### config.mk
export PLATFORM = sky130hd
export DESIGN_NAME = core_oam_dma_flat
export DESIGN_NICKNAME = d
export VERILOG_FILES = /design/src/rtl/core_oam_dma_if.sv /design/src/rtl/core_oam_dma.sv /design/src/flat_wrapper.sv
export SDC_FILE = /design/constraint.sdc
export NUM_CORES = 1
export LEC_CHECK = 0
export ABC_AREA = 0
export CAP_MARGIN = 20
export CORE_ASPECT_RATIO = 0.5
export CORE_MARGIN = 3
export CORE_UTILIZATION = 38
export DETAILED_ROUTE_END_ITERATION = 8
export PLACE_DENSITY_LB_ADDON = 0.08
export SETUP_SLACK_MARGIN = 0.02
export SYNTH_ARGS = -nofsm -noshare
export SYNTH_HDL_FRONTEND = slang
export SYNTH_SLANG_ARGS = --single-unit
### constraint.sdc
create_clock -name I_clock -period 2.11 [get_ports I_clock]
set_clock_uncertainty 0.1 [all_clocks]
set_input_delay 0.422 -clock I_clock [delete_from_list [all_inputs] [get_ports I_clock]]
set_output_delay 0.422 -clock I_clock [all_outputs]
set_load 0.01 [all_outputs]
### src/rtl/core_oam_dma_if.sv
// Bus bundle between the CPU core, the system bus and the OAM DMA engine.
// The DMA engine sits on the slave side; the core/bus environment sits on the master side.
interface core_oam_dma_if;
    logic        I_cycle;
    logic [15:0] I_cpu_addr;
    logic [7:0]  I_cpu_wr_data;
    logic        I_cpu_rdwr;
    logic [7:0]  I_rd_data;
    logic [15:0] O_addr;
    logic [7:0]  O_wr_data;
    logic        O_rdwr;
    logic        O_active;
    logic        O_ready;

    modport slave (
        input  I_cycle, I_cpu_addr, I_cpu_wr_data, I_cpu_rdwr, I_rd_data,
        output O_addr, O_wr_data, O_rdwr, O_active, O_ready
    );

    modport master (
        output I_cycle, I_cpu_addr, I_cpu_wr_data, I_cpu_rdwr, I_rd_data,
        input  O_addr, O_wr_data, O_rdwr, O_active, O_ready
    );
endinterface

### src/rtl/core_oam_dma.sv
// OAM DMA engine: a core write to 16'h4014 stalls the core and copies page {P,00..FF} to 16'h2004.
// Define CORE_OAM_DMA_ALIGN_EN to add the odd-cycle ALIGN dummy read driven by the bus parity bit.
//
// state | meaning
// IDLE  | core owns the bus, O_ready=1, waiting for a write to 16'h4014
// HALT  | core stalled, one cycle for it to finish its current bus cycle
// ALIGN | dummy read at {page,counter} to reach an even cycle (data discarded)
// READ  | read {page,counter} into the data register
// WRITE | write data register to 16'h2004, advance counter
module core_oam_dma (
    input  logic          I_clock,
    input  logic          I_reset,
    core_oam_dma_if.slave bus
);
    typedef enum logic [2:0] {
        S_IDLE  = 3'd0,
        S_HALT  = 3'd1,
        S_ALIGN = 3'd2,
        S_READ  = 3'd3,
        S_WRITE = 3'd4
    } state_t;

    state_t     state, state_nxt;
    logic [7:0] page, page_nxt;
    logic [7:0] count, count_nxt;
    logic [7:0] data, data_nxt;
    logic       ready;
    logic       parity;
    logic       trigger;

    assign trigger = (bus.I_cpu_addr == 16'h4014) && !bus.I_cpu_rdwr;

`ifdef CORE_OAM_DMA_ALIGN_EN
    // Tracks even/odd CPU cycles from reset so the transfer can start on a read-friendly cycle.
    always_ff @(posedge I_clock or negedge I_reset) begin
        if (!I_reset) begin
            parity <= 1'b0;
        end else if (bus.I_cycle) begin
            parity <= ~parity;
        end
    end
`else
    assign parity = 1'b0;
`endif

    always_ff @(posedge I_clock or negedge I_reset) begin
        if (!I_reset) begin
            state <= S_IDLE;
            page  <= 8'h00;
            count <= 8'h00;
            data  <= 8'h00;
            ready <= 1'b1;
        end else begin
            state <= state_nxt;
            page  <= page_nxt;
            count <= count_nxt;
            data  <= data_nxt;
            ready <= (state_nxt == S_IDLE);
        end
    end

    always_comb begin
        state_nxt = state;
        page_nxt  = page;
        count_nxt = count;
        data_nxt  = data;
        if (bus.I_cycle) begin
            case (state)
                S_IDLE: begin
                    if (trigger) begin
                        state_nxt = S_HALT;
                        page_nxt  = bus.I_cpu_wr_data;
                        count_nxt = 8'h00;
                    end
                end
                S_HALT:  state_nxt = parity ? S_ALIGN : S_READ;
                S_ALIGN: state_nxt = S_READ;
                S_READ: begin
                    data_nxt  = bus.I_rd_data;
                    state_nxt = S_WRITE;
                end
                S_WRITE: begin
                    count_nxt = count + 8'd1;
                    state_nxt = (count == 8'hFF) ? S_IDLE : S_READ;
                end
                default: state_nxt = S_IDLE;
            endcase
        end
    end

    // Page and counter are concatenated, so page FF never carries past FFFF.
    always_comb begin
        bus.O_active  = 1'b0;
        bus.O_rdwr    = 1'b1;
        bus.O_addr    = 16'h0000;
        bus.O_wr_data = 8'h00;
        case (state)
            S_ALIGN, S_READ: begin
                bus.O_active = 1'b1;
                bus.O_addr   = {page, count};
            end
            S_WRITE: begin
                bus.O_active  = 1'b1;
                bus.O_rdwr    = 1'b0;
                bus.O_addr    = 16'h2004;
                bus.O_wr_data = data;
            end
            default: ;
        endcase
    end

    assign bus.O_ready = ready;
endmodule

### src/flat_wrapper.sv
// flat-port wrapper written by rule: the top's interface ports become plain ports
module core_oam_dma_flat 
  (I_clock, I_reset, bus_I_cycle, bus_I_cpu_addr, bus_I_cpu_wr_data, bus_I_cpu_rdwr, bus_I_rd_data, bus_O_addr, bus_O_wr_data, bus_O_rdwr, bus_O_active, bus_O_ready);
  core_oam_dma_if bus_i ();
  input  logic I_clock;
  input  logic I_reset;
  input wire logic [$bits(bus_i.I_cycle)-1:0] bus_I_cycle;
  input wire logic [$bits(bus_i.I_cpu_addr)-1:0] bus_I_cpu_addr;
  input wire logic [$bits(bus_i.I_cpu_wr_data)-1:0] bus_I_cpu_wr_data;
  input wire logic [$bits(bus_i.I_cpu_rdwr)-1:0] bus_I_cpu_rdwr;
  input wire logic [$bits(bus_i.I_rd_data)-1:0] bus_I_rd_data;
  output wire logic [$bits(bus_i.O_addr)-1:0] bus_O_addr;
  output wire logic [$bits(bus_i.O_wr_data)-1:0] bus_O_wr_data;
  output wire logic [$bits(bus_i.O_rdwr)-1:0] bus_O_rdwr;
  output wire logic [$bits(bus_i.O_active)-1:0] bus_O_active;
  output wire logic [$bits(bus_i.O_ready)-1:0] bus_O_ready;
  assign bus_i.I_cycle = bus_I_cycle;
  assign bus_i.I_cpu_addr = bus_I_cpu_addr;
  assign bus_i.I_cpu_wr_data = bus_I_cpu_wr_data;
  assign bus_i.I_cpu_rdwr = bus_I_cpu_rdwr;
  assign bus_i.I_rd_data = bus_I_rd_data;
  assign bus_O_addr = bus_i.O_addr;
  assign bus_O_wr_data = bus_i.O_wr_data;
  assign bus_O_rdwr = bus_i.O_rdwr;
  assign bus_O_active = bus_i.O_active;
  assign bus_O_ready = bus_i.O_ready;
  core_oam_dma u_core (.I_clock(I_clock), .I_reset(I_reset), .bus(bus_i));
endmodule
# Word level (Yosys, flattened, before mapping)

Index checks and enable logic that the tools add are counted.

Bits in registers: 28
Output and inout port bits: 27

Add/sub/neg operators: 1
Equal/unequal tests: 7
Multiplexer cells: 10
Reduce and logical (&&, ||, !) cells: 11

Operators by type and width:

| cell                                            | number |
|---|---|
| case mux 16 bit (2 select lines)                | 1 |
| == test 16 x 15 -> 1 bit, second input constant | 1 |
| 2-to-1 mux 8 bit                                | 2 |
| case mux 8 bit (2 select lines)                 | 1 |
| case mux 3 bit (4 select lines)                 | 1 |
| adder 8 x 1 -> 8 bit, second input constant     | 1 |
| == test 8 bit, second input constant            | 1 |
| == test 3 x 2 -> 1 bit, second input constant   | 2 |
| logical NOT 3 bit                               | 2 |
| 2-to-1 mux 3 bit                                | 2 |
| AND reduction 3 bit                             | 2 |
| OR reduction 2 bit                              | 2 |
| == test 3 x 1 -> 1 bit, second input constant   | 1 |
| == test 3 bit, second input constant            | 1 |
| OR reduction 3 bit                              | 1 |
| 2-to-1 mux 1 bit                                | 2 |
| 2-to-1 mux 2 bit                                | 1 |
| != test 2 x 1 -> 1 bit, second input constant   | 1 |
| AND reduction 2 bit                             | 1 |
| nonzero test 2 bit                              | 1 |
| logical AND 1 bit                               | 1 |
| logical NOT 1 bit                               | 1 |

# Longest topological paths before layout

Gate-level depths: netlist (run 1).

Depth in word-level cells: 6
Mapped depth: 6

# Worst setup path after synthesis (run 1)

OpenSTA, ideal clock, no wires.

Kind: input -> register
From: input bus_I_cpu_addr[1]
To: register u_core.page[6]
Data arrival time: 1.881 ns
Data required time: 1.885 ns
Setup slack: 0.004 ns
Stages on the path: 4
Path through: or4b_4 -> nor4_4 -> buf_6 -> mux2_4

Word-level cells in the longest chain between the ends: 3

RTL lines:

| element                              | line               | text |
|---|---|---|
| start, declared                      | flat_wrapper.sv:8  | `input wire logic [$bits(bus_i.I_cpu_addr)-1:0] bus_I_cpu_addr;` |
| == test 16 x 15 -> 1 bit             | core_oam_dma.sv:31 | `assign trigger = (bus.I_cpu_addr == 16'h4014) && !bus.I_cpu_rdwr;` |
| logical AND 1 bit                    | core_oam_dma.sv:31 |  |
| AND reduction 3 bit (no source line) | -                  |  |
| end signal, assigned                 | core_oam_dma.sv:55 | `page <= page_nxt;` |
| end, declared                        | core_oam_dma.sv:24 | `logic [7:0] page, page_nxt;` |

Every way passes these cells.
A chain may end at the register's enable or synchronous reset.

# Final worst setup path (run 1)

From: input bus_I_cpu_addr[10]
To: register u_core.state[0]

Word-level cells in the longest chain between the ends: 5

RTL lines:

| element                         | line               | text |
|---|---|---|
| == test 16 x 15 -> 1 bit        | core_oam_dma.sv:31 |  |
| logical AND 1 bit               | core_oam_dma.sv:31 |  |
| 2-to-1 mux 3 bit                | core_oam_dma.sv:70 | `if (trigger) begin` |
| case mux 3 bit (4 select lines) | core_oam_dma.sv:68 | `case (state)` |
| 2-to-1 mux 3 bit                | core_oam_dma.sv:67 | `if (bus.I_cycle) begin` |
| net u_core.state_nxt[0]         | core_oam_dma.sv:23 | `state_t state, state_nxt;` |
| end signal, assigned            | core_oam_dma.sv:54 | `state <= state_nxt;` |
| end, declared                   | core_oam_dma.sv:23 |  |

The timed path passes the listed nets, and every way through them passes these cells.

==> results of run 1 <==
[cell type report]
type,count,area (µm²),area share
Sequential cell,28,703.2,0.2882
Timing Repair Buffer,84,809.5,0.3318
Clock buffer,4,45.04,0.01846
Tap cell,51,63.81,0.02615
Multi-Input combinational cell,103,807.0,0.3308
Inverter,3,11.26,0.004615
[report_power, final]
group | leakage, nW | switching [mW] | internal, mW
Sequential | 0.359 | 0.100 | 0.686
Combinational | 0.989 | 0.425 | 0.540
Clock | 0.0228 | 0.165 | 0.136
Total | 1.37 | 0.689 | 1.36
[worst max-delay path: stages]
cell and delay (ps):
clkdlybuf4s50_1 480, nor4_2 50, nand4_1 130, nor4_4 70, buf_4 140, clkbuf_16 150, buf_4 140, or4_1 520
[state kept, by name, summed over array words and instances (netlist names)]
| register | count |
|---|---|
| u_core.count | 8 |
| u_core.data | 8 |
| u_core.page | 8 |
| u_core.state | 3 |
| u_core.bus.O_ready | 1 |
[worst max-delay path by stage]
stage / start / end / slack, ps / cells past startpoint
6_report: bus_I_cpu_addr[10] / u_core.state[0]$_DFF_PN0_ / 60 / 8
5_1_grt: u_core.state[2]$_DFF_PN0_ / u_core.page[4]$_DFFE_PN0P_ / -20 / 7
4_1_cts: u_core.state[1]$_DFF_PN0_ / bus_O_addr[12] / -130 / 4
3_5_place_dp: bus_I_cpu_addr[1] / u_core.page[7]$_DFFE_PN0P_ / -310 / 5
3_3_place_gp: bus_I_cpu_addr[1] / u_core.page[0]$_DFFE_PN0P_ / -250 / 5
2_1_floorplan: bus_I_cpu_addr[1] / u_core.page[6]$_DFFE_PN0P_ / 4 / 4
[cell families (layout without fill, tap and decap cells)]
logic type	after synthesis	count (layout)	synth area share
and+or+nand+nor	68	68	0.2783
DFF	28	28	0.4746
muxes	17	17	0.1320
AOI/OAI and AO/OA	12	12	0.04653
buffers and inverters	10	91	0.03045
xor gates and xnor gates	5	5	0.02962
adders and majority gates	1	1	0.008459
[cells in the mapped netlist (2+ instances only)]
master and instances:
and2_1 14, and3_1 10, clkbuf_1 6, dfrtp_1 27, inv_1 3, mux2_2 16
nand2_1 10, nand3_1 3, nand4_1 3, nor2_1 9, nor2b_1 3, nor3_1 5
o21ai_0 7, xnor2_1 3, xor2_1 2
[repair_timing]
action                     in CTS  in global routing
buffers inserted                4                  7
pin swaps                       4                  4
gates resized for setup        42                 33
gates cloned                    1                  0
setup endpoints to repair      34                 23
[routing by layer]
| metal | up-vias | part of all wire | wire length (µm) | track usage |
|---|---|---|---|---|
| li1 | 653 | - | - | - |
| met1 | 659 | 0.44 | 1708 | 0.2142 |
| met2 | 42 | 0.50 | 1946 | 0.2993 |
| met3 | 2 | 0.065 | 254 | 0.05183 |
| met4 | 0 | 0.0023 | 9 | 0.04077 |
| met5 | - | 0 | 0 | 0 |
==> metrics.txt, run 1 <==
maximum clock path buffer count 2; total power ~2.1 mW; ys async rst share 1.000; crit share post-route 0.9694; Post-DP HPWL between 2 and 3 mm; type of the most critical hold path reg2reg; RePlAce Congestion about 0.77; DP Worst Slack -306.7 ps; Clock transition at path regs about 90 ps; initial core utilization 0.4126; input/output buffers a little over 60; Synth Flop Type dfrtp_1; CP arrival ~2100 ps; leak pwr about 1.4 nW; synth top area cells dfrtp_1 (46%), mux2_2 (12%), and2_1 (5.9%); # diodes 0; fmax 0.4889 GHz; Placed Cells approximately 260; crit path time final 2045 ps; Overall Global Routing Usage 0.1736; chip width between 90 and 100 µm; die area ~0.0047 mm²; grt ovf 0; H-tree depth 1; Design Area, Final 0.002440 mm²; worst r2r src u_core.state[2]$_DFF_PN0_; CTS Buf Count 3; crit start category primary input; Post-synth EDFFs 0; yosys warns 0; drt first pass iters 4; Die Y 50.12 µm; most common library cell in the layout ignoring fill and taps dfrtp_1; synthesized cell area 0.001479 mm²; cell taking the most area after synthesis dfrtp_1; final worst setup slack 64.52 ps; Antenna Nets Post-Route 0; Core ar. about 0.0036 mm²; Pwr Density 840.8 mW/mm²; Final #Nets 260; Setup crit end kind flip-flop; worst-margin pin slew between 400 and 500 ps; Ports 63; filler instances 295; Synth top area share 0.4569; most frequent cells in the layout dfrtp_1 (26), clkdlybuf4s50_1 (22), buf_4 (19); vias after detailed routing approximately 1400; Min-Delay Startpoint u_core.data[2]$_DFFE_PN0P_; Min-Delay Endpoint u_core.data[2]$_DFFE_PN0P_; TritonCTS clock tree yes; synth-to-layout area growth 64.97%; DP Area 0.002245 mm²; # Max-Cap Violations 0; final core utilization 0.6806; vias in the first global route ~1400; worst path required time 2160 ps; RSZ-0062 raised after global routing true; Slew Viols, Final 0; Max rail drop VDD between 0.3 and 0.4 mV; root buffer cell clkbuf_8; Hold Buf Count CTS 0; Syn Area/Cell roughly 10 µm²; Non-Filler Instances 273; Netlist cell types 35; status completed; Slew HR 0.7174; register area share after synthesis 0.4746; fraction of layout cells with a size suffix above 1 0.2658; Hold Crit Depth 1; Reg2Reg Depth 7; syn_nets around 180; Synth Instances between 100 and 150; #FFs+latches synth 28; Final Hold Vio Count 0; std cell rows 15; r2r endpoint u_core.page[4]$_DFFE_PN0P_; initial DRC count 46; worst-path maximum fanout 5; Clk Latency, worst-skew pair 280 ps; R2R Setup Slk around 70 ps; Post-Route WL 3.918 mm; first-pass GRT wire length about 6.4 mm; Vias per Instance around 5.0; critical path class in2reg; pin count of the biggest net entering global routing 29; Fin Setup TNS 0 ps; antenna violations before repair 0; final setup vio count 0; drt drc 0; wire per inst around 14 µm; clk sinks 28; worst hold slack about 410 ps
Power figures use the tool's default switching activity.
==> inputs of run 2 (changes only) <==
CORE_UTILIZATION = 42   (was 38)
HOLD_SLACK_MARGIN = 0.02   (was not set)
clock period = 2.2 ns   (was 2.11 ns; I/O delays follow)
==> run 2 against run 1 <==
  * Flip-flop and latch count is the same
  * Sequential power fell by 5.7%
  * Total power increased by 0.88%
  * Largest cell class is now multi-input gates
==> metrics.txt, run 2 (synthesis results as in run 1) <==
Min-Delay Endpoint u_core.data[1]$_DFFE_PN0P_; R2R Setup Slk 70 ps (about the same); vias after detailed routing 1386 (+2.2%); drt first pass iters 4 (unchanged); Hold Buf Count CTS 0 (unchanged); critical path class in2reg; Core ar. 0.003171 mm² (-12%); Final Hold Vio Count 0 (unchanged); CP Buf/Inv Count 2 (-2); most common library cell in the layout ignoring fill and taps clkdlybuf4s50_1; Clock transition at path regs 90 ps (about the same); clk sinks 28 (unchanged); initial core utilization 0.4665 (+0.05389); synth-to-layout area growth 64.38%; GRT busiest layer met2; Vias per Instance 5.152 (+3.7%); first-pass GRT wire length 6.051 mm (-5.6%); std cell rows 14 (-1); # diodes 0 (unchanged); CTS Buf Count 3 (unchanged); fmax 0.4610 GHz; filler instances 217 (-26%); Clk Latency, worst-skew pair 280 ps (about the same); fraction of layout cells with a size suffix above 1 0.2760 (+0.01025); top cell family by delay on the critical path simple AND/OR/NAND/NOR gates; met3 Track Usage GR 0.05651 (+0.004686); Hold Crit Depth 1 (unchanged); final setup vio count 0 (unchanged); Reg2Reg Depth 6 (-1); worst-margin pin slew 413.2 ps (-9.550 ps); CP peak stage delay 450 ps (-70 ps); Max rail drop VDD 0.6938 mV (+110%); Slew Viols, Final 0 (unchanged); pin count of the biggest net entering global routing 29 (unchanged); worst r2r src u_core.state[2]$_DFF_PN0_; CP arrival 2240 ps (+150 ps); root buffer cell clkbuf_8; RePlAce Congestion 0.8260 (+7.7%); die area 0.004313 mm² (-8.7%); worst hold slack 401.3 ps (-8.470 ps); Final #Nets 259 (-0.38%); initial DRC count 71 (+54%); total power 2.069 mW (+0.88%); Antenna Nets Post-Route 0 (unchanged); TritonCTS clock tree yes; Setup crit end kind flip-flop; status completed; maximum clock path buffer count 2 (unchanged); CP cell instances clkdlybuf4s50_1 > nor4b_4 > nand4_1 > nor4_4 > clkbuf_16 > mux2_4; switch share 0.3447 (+0.008668); biggest regs u_core.count (8), u_core.data (8), u_core.page (8); Flop pwr share 0.359 (-0.024); RSZ-0062 raised after global routing true; CP max stage cell clkdlybuf4s50_1; crit start category primary input; input/output buffers 62 (unchanged); wire per inst 15.18 µm (+5.8%); Post-Route WL 4.084 mm (+4.2%); met1 usage 0.2267 (+0.01249); crit path time final 2169 ps; P_int 1.356 mW (-0.44%); Combinational Power Share 0.487 (+0.017); Clock power frac 0.154 (+0.008); vias in the first global route 1307 (-4.1%); chip width 89.92 µm (-4.6%); # Max-Cap Violations 0 (unchanged); met2 usage 0.3274 (+0.02809); Ports 63 (unchanged); crit share post-route 0.9861; drt drc 0 (unchanged); Post-DP HPWL 2.691 mm (+0.47%); switching power 713.4 µW (+3.5%); worst-path maximum fanout 5 (unchanged); type of the most critical hold path reg2reg; most frequent cells in the layout clkdlybuf4s50_1 (28), dfrtp_1 (26), buf_4 (16); H-tree depth 1 (unchanged); Multi-input gate area 809.5 µm² (+0.31%); grt ovf 0 (unchanged); Overall Global Routing Usage 0.1813 (+0.007632); Die Y 47.96 µm (-4.3%); antenna violations before repair 0 (unchanged); final worst setup slack 30.66 ps (-33.86 ps); DP Worst Slack -212.3 ps (+94.36 ps); Slew HR 0.7225 (+0.005087); r2r endpoint u_core.page[2]$_DFFE_PN0P_; leak pwr 1.222 nW (-11%); FF/Latch Area 703.2 µm² (unchanged); Fin Setup TNS 0 ps (unchanged); Pwr Density 851.2 mW/mm² (+1.2%); Min-Delay Startpoint u_core.data[1]$_DFFE_PN0P_; worst path required time 2270 ps (+110 ps)
## run 2: cell types whose count changed in the layout (fill, tap and decap cells not counted), sizes merged
cell / change
clkdlybuf4s50: +6
dlygate4sd2: -6
dlymetal6s2s: -6
clkdlybuf4s15: +4
clkbuf: +2
buf: -1
## run 2: power groups by stage
stage / combinational (mW) / clock [mW] / sequential (mW)
detailed placement: 0.844 / 0 / 0.760
finish: 1.01 / 0.319 / 0.742
floorplan: 0.450 / 0 / 0.732
global route: 1.08 / 0.345 / 0.763
global placement: 0.820 / 0 / 0.757
CTS: 0.910 / 0.325 / 0.741
## run 2: per-stage QoR
| step | utilization | area [µm²] | instances |
|---|---|---|---|
| 6_report | 0.7668 | 2431 | 269 |
| 5_1_grt | 0.7668 | 2431 | 269 |
| 4_1_cts | 0.7257 | 2301 | 265 |
| 3_5_place_dp | 0.7052 | 2236 | 257 |
| 3_3_place_gp | 0.7052 | 2236 | 257 |
| 2_1_floorplan | - | 1479 | 141 |
## run 2: repair_timing
item,in CTS,in global routing
hold endpoints to repair,0,0
buffers inserted,3,4
gates resized for setup,32,47
endpoints found under the setup margin,25,19
cloned,1,1
pin swaps,0,5
## run 2: area by class of cell
type	count	area share
Inverter	3	0.004632
Sequential cell	28	0.2892
Multi-Input combinational cell	103	0.3330
Clock buffer	4	0.02265
Timing Repair Buffer	83	0.3258
Tap cell	48	0.02470
## run 2: routing by layer
| metal | wire (µm) | vias up |
|---|---|---|
| met5 | 0 | - |
| met4 | 8 | 0 |
| met3 | 307 | 2 |
| met2 | 2060 | 58 |
| met1 | 1707 | 674 |
| li1 | - | 652 |
## run 2: worst max-delay path by stage
stage,to,cells after the start,slack [ps],start
4_1_cts,u_core.page[4]$_DFFE_PN0P_,7,40,u_core.state[2]$_DFF_PN0_
2_1_floorplan,u_core.page[6]$_DFFE_PN0P_,4,80,bus_I_cpu_addr[1]
6_report,u_core.page[2]$_DFFE_PN0P_,6,30,bus_I_cpu_addr[6]
3_5_place_dp,u_core.page[3]$_DFFE_PN0P_,5,-210,bus_I_cpu_addr[1]
5_1_grt,u_core.page[0]$_DFFE_PN0P_,6,-30,bus_I_cpu_addr[10]
3_3_place_gp,u_core.page[5]$_DFFE_PN0P_,5,-190,bus_I_cpu_addr[1]
